## src/rtl/fetch_stage.sv

```systemverilog
// fetch_stage: MIPS32 instruction fetch with req/ack memory handshake and IF/ID register; optional FETCH_ALIGN_CHECK_EN
module fetch_stage #(
  parameter logic [31:0] RESET_INSTR = 32'h0000_0000
) (
  input  logic        Clk,
  input  logic        Rst,
  input  logic [31:0] PcIn,
  output logic [31:0] NextPc,
  output logic        ImReq,
  output logic [31:0] ImAddr,
  input  logic [31:0] ImRdata,
  input  logic        ImAck,
  input  logic        Redirect,
  input  logic [31:0] RedirectPc,
  input  logic        IdReady,
  output logic        IfValid,
  output logic [31:0] IfInstr,
  output logic [31:0] IfPc,
  output logic [31:0] IfPcPlus4,
  output logic        AlignErr
);
  typedef enum logic [1:0] {S_IDLE, S_WAIT, S_DRAIN} state_t;
  state_t      state_q, state_d;
  logic        if_valid_q, if_valid_d;
  logic [31:0] if_instr_q, if_instr_d;
  logic [31:0] if_pc_q, if_pc_d;
  logic [31:0] if_pc_plus4_q, if_pc_plus4_d;
  logic [31:0] req_addr_q, req_addr_d;
  logic        align_err_q, align_err_d;
  logic        idle, slot_free, mis, req_idle, capture;
  logic [31:0] pc_plus4, addr_raw;
  // Handshake control, PC steering and next-state for the fetch FSM and IF/ID register
  always_comb begin
    idle      = state_q == S_IDLE;
    slot_free = !if_valid_q || IdReady;
`ifdef FETCH_ALIGN_CHECK_EN
    mis       = PcIn[1:0] != 2'b00;
`else
    mis       = 1'b0;
`endif
    req_idle  = idle && slot_free && !Redirect && !Rst && !mis;
    ImReq     = !Rst && (idle ? req_idle : 1'b1);
    addr_raw  = idle ? PcIn : req_addr_q;
`ifdef FETCH_ALIGN_CHECK_EN
    ImAddr    = addr_raw;
`else
    ImAddr    = addr_raw & ~32'h3;
`endif
    capture   = !Redirect && ImAck && (req_idle || state_q == S_WAIT);
    pc_plus4  = PcIn + 32'd4;
    NextPc    = Redirect ? RedirectPc : capture ? pc_plus4 : PcIn;
    state_d   = idle ? ((req_idle && !ImAck) ? S_WAIT : S_IDLE)
              : ImAck ? S_IDLE : Redirect ? S_DRAIN : state_q;
    if_valid_d    = Redirect ? 1'b0 : capture ? 1'b1 : IdReady ? 1'b0 : if_valid_q;
    if_instr_d    = capture ? ImRdata : if_instr_q;
    if_pc_d       = capture ? PcIn : if_pc_q;
    if_pc_plus4_d = capture ? pc_plus4 : if_pc_plus4_q;
    req_addr_d    = req_idle ? PcIn : req_addr_q;
`ifdef FETCH_ALIGN_CHECK_EN
    align_err_d   = Redirect ? 1'b0 : (align_err_q || (idle && mis));
`else
    align_err_d   = 1'b0;
`endif
  end
  // State and IF/ID register with asynchronous reset
  always_ff @(posedge Clk or posedge Rst) begin
    if (Rst) begin
      state_q       <= S_IDLE;
      if_valid_q    <= 1'b0;
      if_instr_q    <= RESET_INSTR;
      if_pc_q       <= 32'h0;
      if_pc_plus4_q <= 32'h0;
      req_addr_q    <= 32'h0;
      align_err_q   <= 1'b0;
    end else begin
      state_q       <= state_d;
      if_valid_q    <= if_valid_d;
      if_instr_q    <= if_instr_d;
      if_pc_q       <= if_pc_d;
      if_pc_plus4_q <= if_pc_plus4_d;
      req_addr_q    <= req_addr_d;
      align_err_q   <= align_err_d;
    end
  end
  assign IfValid   = if_valid_q;
  assign IfInstr   = if_instr_q;
  assign IfPc      = if_pc_q;
  assign IfPcPlus4 = if_pc_plus4_q;
  assign AlignErr  = align_err_q;
endmodule

```

## config.mk

```make
export PLATFORM = sky130hd
export DESIGN_NAME = fetch_stage
export DESIGN_NICKNAME = d
export VERILOG_FILES = /design/src/rtl/fetch_stage.sv
export SDC_FILE = /design/constraint.sdc
export NUM_CORES = 1
export LEC_CHECK = 0
export ABC_AREA = 0
export BUFFER_PORTS_ARGS = -buffer_cell sky130_fd_sc_hd__buf_2
export CAP_MARGIN = 20
export CORE_ASPECT_RATIO = 0.6
export CORE_MARGIN = 3
export CORE_UTILIZATION = 53
export DETAILED_ROUTE_END_ITERATION = 16
export GPL_TIMING_DRIVEN = 0
export MAX_ROUTING_LAYER = met4
export PLACE_DENSITY = 0.94
export SLEW_MARGIN = 15
export SYNTH_ARGS = -nofsm -noshare
export SYNTH_HDL_FRONTEND = slang
export SYNTH_SLANG_ARGS = --single-unit
```

## constraint.sdc

```tcl
create_clock -name Clk -period 8.26 [get_ports Clk]
set_input_delay 2.478 -clock Clk [delete_from_list [all_inputs] [get_ports Clk]]
set_output_delay 2.478 -clock Clk [all_outputs]
set_load 0.02 [all_outputs]
```

==> impl_metrics.py <==
metrics = {
    "finish": {
        "nets": 1099,
        "post-route-cell-area_sq_um": 8650,
        "layout_commonest_cell": "buf_2",
        "final_util": 0.737,
        "final_cell_mix": "buf_2 (269), nand2_1 (262), dfrtp_1 (127), mux2_2 (63), o21ai_0 (50)",
        "drive_above_1_share": 0.379,
        "syn2layout_area_growth_pct": 30.8,
        "n_antenna_cell": 0,
        "nFillCells": 829,
    },
    "sta": {
        "hold_slack_ps": 469,
        "fin_tns_setup_ps": 0,
        "rsz0062_at_grt": "no",
        "setup_viol": 0,
        "min_period_ps": 7560,
        "slew_headroom": 0.373,
        "setup_slack_ps": 697,
        "fmax_mhz": 132,
        "worst_pin_slew_ps": 931,
        "fin_skew_ps": 8.49,
        "fin_crit_sh": 0.916,
        "slew_violations": 0,
        "hold_viol": 0,
    },
    "logic_synthesis": {
        "synth-seq-area-share": 0.480,
        "synthFlopType": "dfrtp_1",
        "synth-adder-area-share": 0.00189,
        "synth_top_family_by_area": "simple AND/OR/NAND/NOR gates",
        "synth_mux_area_frac": 0.107,
        "synth_edf_count": 0,
        "synthTopCellsByArea": "dfrtp_1 (48%), nand2_1 (15%), mux2_2 (11%), xor2_1 (4.5%), o21ai_0 (3.8%)",
        "ys_warn_count": 0,
        "syn_area_sq_um": 6620,
        "netlist_instances": 734,
        "async_flop_share": 1.00,
        "yosys.area.top_type_share": 0.480,
        "yosys.area_share.simple": 0.234,
        "synth_top_cell_by_area": "dfrtp_1",
        "avgSynthCellArea_sq_um": 9.02,
        "synth-compound-area-share": 0.0509,
        "synth.distinct_cells": 38,
        "yosys_register_bits": 127,
        "synth-xor-area-share": 0.0741,
    },
    "floorplan": {
        "die_area_sq_um": 13900,
        "die_w_um": 150,
        "num_rows": 30,
        "core-area_sq_um": 11700,
        "die_y_um": 92.6,
        "ios": 264,
        "start_util": 0.563,
    },
    "cts": {
        "cts_made_buffers": 17,
        "clkSinkCount": 127,
        "clock_latency_ps": 410,
        "cts_max_level": 4,
        "clock_path_buffers": 2,
        "clkTransAtPathRegs_ps": 60,
        "ctsHoldBuffers": 0,
        "root_buffer": "clkbuf_16",
        "cts_resized": 0,
        "cts_setup_buffers": 0,
        "cts_tree": "built",
    },
    "routing": {
        "dr_total_vias": 6292,
        "wl_per_cell_um": 17.9,
        "drt-vias-per-instance": 5.38,
        "wirelength_um": 21000,
        "dr.pass1.iters": 5,
        "route.detailed.drc": 0,
        "drtIter0Drc": 438,
        "drtAntennaViolNets": 0,
    },
    "worst_setup_path": {
        "endpoint_kind": "primary output",
        "start_kind": "input port",
        "cp.arrival_ps": 5080,
        "crit_fanout": 8,
        "critPathRequiredTime_ps": 5780,
        "worst-setup-path-type": "input port to primary output",
    },
    "flow_run": {
        "maxCapViolations": 0,
    },
    "placed_design": {
        "place_congestion": 0.907,
        "place_area_sq_um": 8060,
        "hpwlAfterDp_um": 15700,
        "dp_slack_ps": 839,
        "portBuffers": 241,
    },
    "power_and_ir_drop": {
        "peakVddDrop_mv": 0.182,
        "p_leak_uw": 0.00440,
        "p_per_area_nw_per_um2": 248,
    },
    "global_route": {
        "grtUsageTotal": 0.309,
        "antenna_found_initial": 0,
        "grt_first_pass_wirelength_um": 32200,
        "overflow": 0,
        "grt_pass1_vias": 6173,
        "grt_start_max_net_pins": 79,
    },
    "outcome": {
        "status": "complete, no violations",
    },
    "min_path": {
        "hold_path_class": "register to register",
    },
}
## synthesized netlist by cell type, types with 6 or more instances
library cell and instances:
nand2_1 262, dfrtp_1 127, mux2_2 63, o21ai_0 50, xor2_1 34, buf_2 28
clkbuf_1 27, nand3_1 22, xnor2_1 22, nor2_1 13, nand4_1 12, nor3_1 9
o21ai_1 9, inv_1 7, and3_1 6, buf_4 6
## per-stage QoR
step | cells | total power, uW
after floorplan | 736 | 1190
after global placement | 1137 | 1390
after detailed placement | 1138 | 1420
after CTS | 1170 | 2150
after global routing | 1170 | 2240
final | 1170 | 2150
## cell families (layout without fill, tap and decap cells)
family / count (synthesis) / after routing
muxes: 63 / 63
and+or+nand+nor: 348 / 348
buffers and inverters: 72 / 346
DFF: 127 / 127
adders and majority gates: 1 / 1
other: 1 / 3
AOI/OAI and AO/OA: 66 / 66
xor gates and xnor gates: 56 / 56
## critical path, stage by stage
cell	delay, ps
buf_2	180
ha_1	240
nand3_1	310
nor3_1	770
nand4_1	340
or3_1	400
a31oi_1	160
buf_2	190
## final timing paths
path | startpoint | to | slack (ps) | cells after the start
max | PcIn[2] | NextPc[30] | 700 | 8
min | IfPc[30] | IfPc[30] | 470 | 2
max reg2reg | state_q[1] | IfPc[16] | 5660 | 8
min reg2reg | IfPc[30] | IfPc[30] | 470 | 2
max in group asynchronous | Rst | IfInstr[20] | 5420 | 3
min in group asynchronous | Rst | IfPcPlus4[21] | 2140 | 2
## cell type report
type	instances	area [sq um]	area share
Multi-Input combinational cell	537	3120	0.360
Inverter	7	31.3	0.00361
Clock buffer	19	453	0.0523
Sequential cell	127	3180	0.367
Tap cell	160	200	0.0231
Timing Repair Buffer	242	1230	0.143
Clock inverter	13	130	0.0150
Buffer	65	309	0.0357
## report_power, final
part	internal (uW)	switching (uW)
Clock	437	299
Combinational	209	383
Sequential	749	70.2
## state kept, by name (all words and copies together), names as in the netlist
name,flops
IfInstr,32
IfPc,32
IfPcPlus4,30
req_addr_q,30
state_q,2
IfValid,1
## metal layers
metal | vias to the layer above | share of wire | GRT usage
met4 | 0 | 0.014 | 0.0967
met1 | 3043 | 0.41 | 0.393
met3 | 31 | 0.086 | 0.0743
li1 | 2916 | - | -
met5 | - | 0 | -
met2 | 302 | 0.49 | 0.493
(Power assumes the default switching activity.)
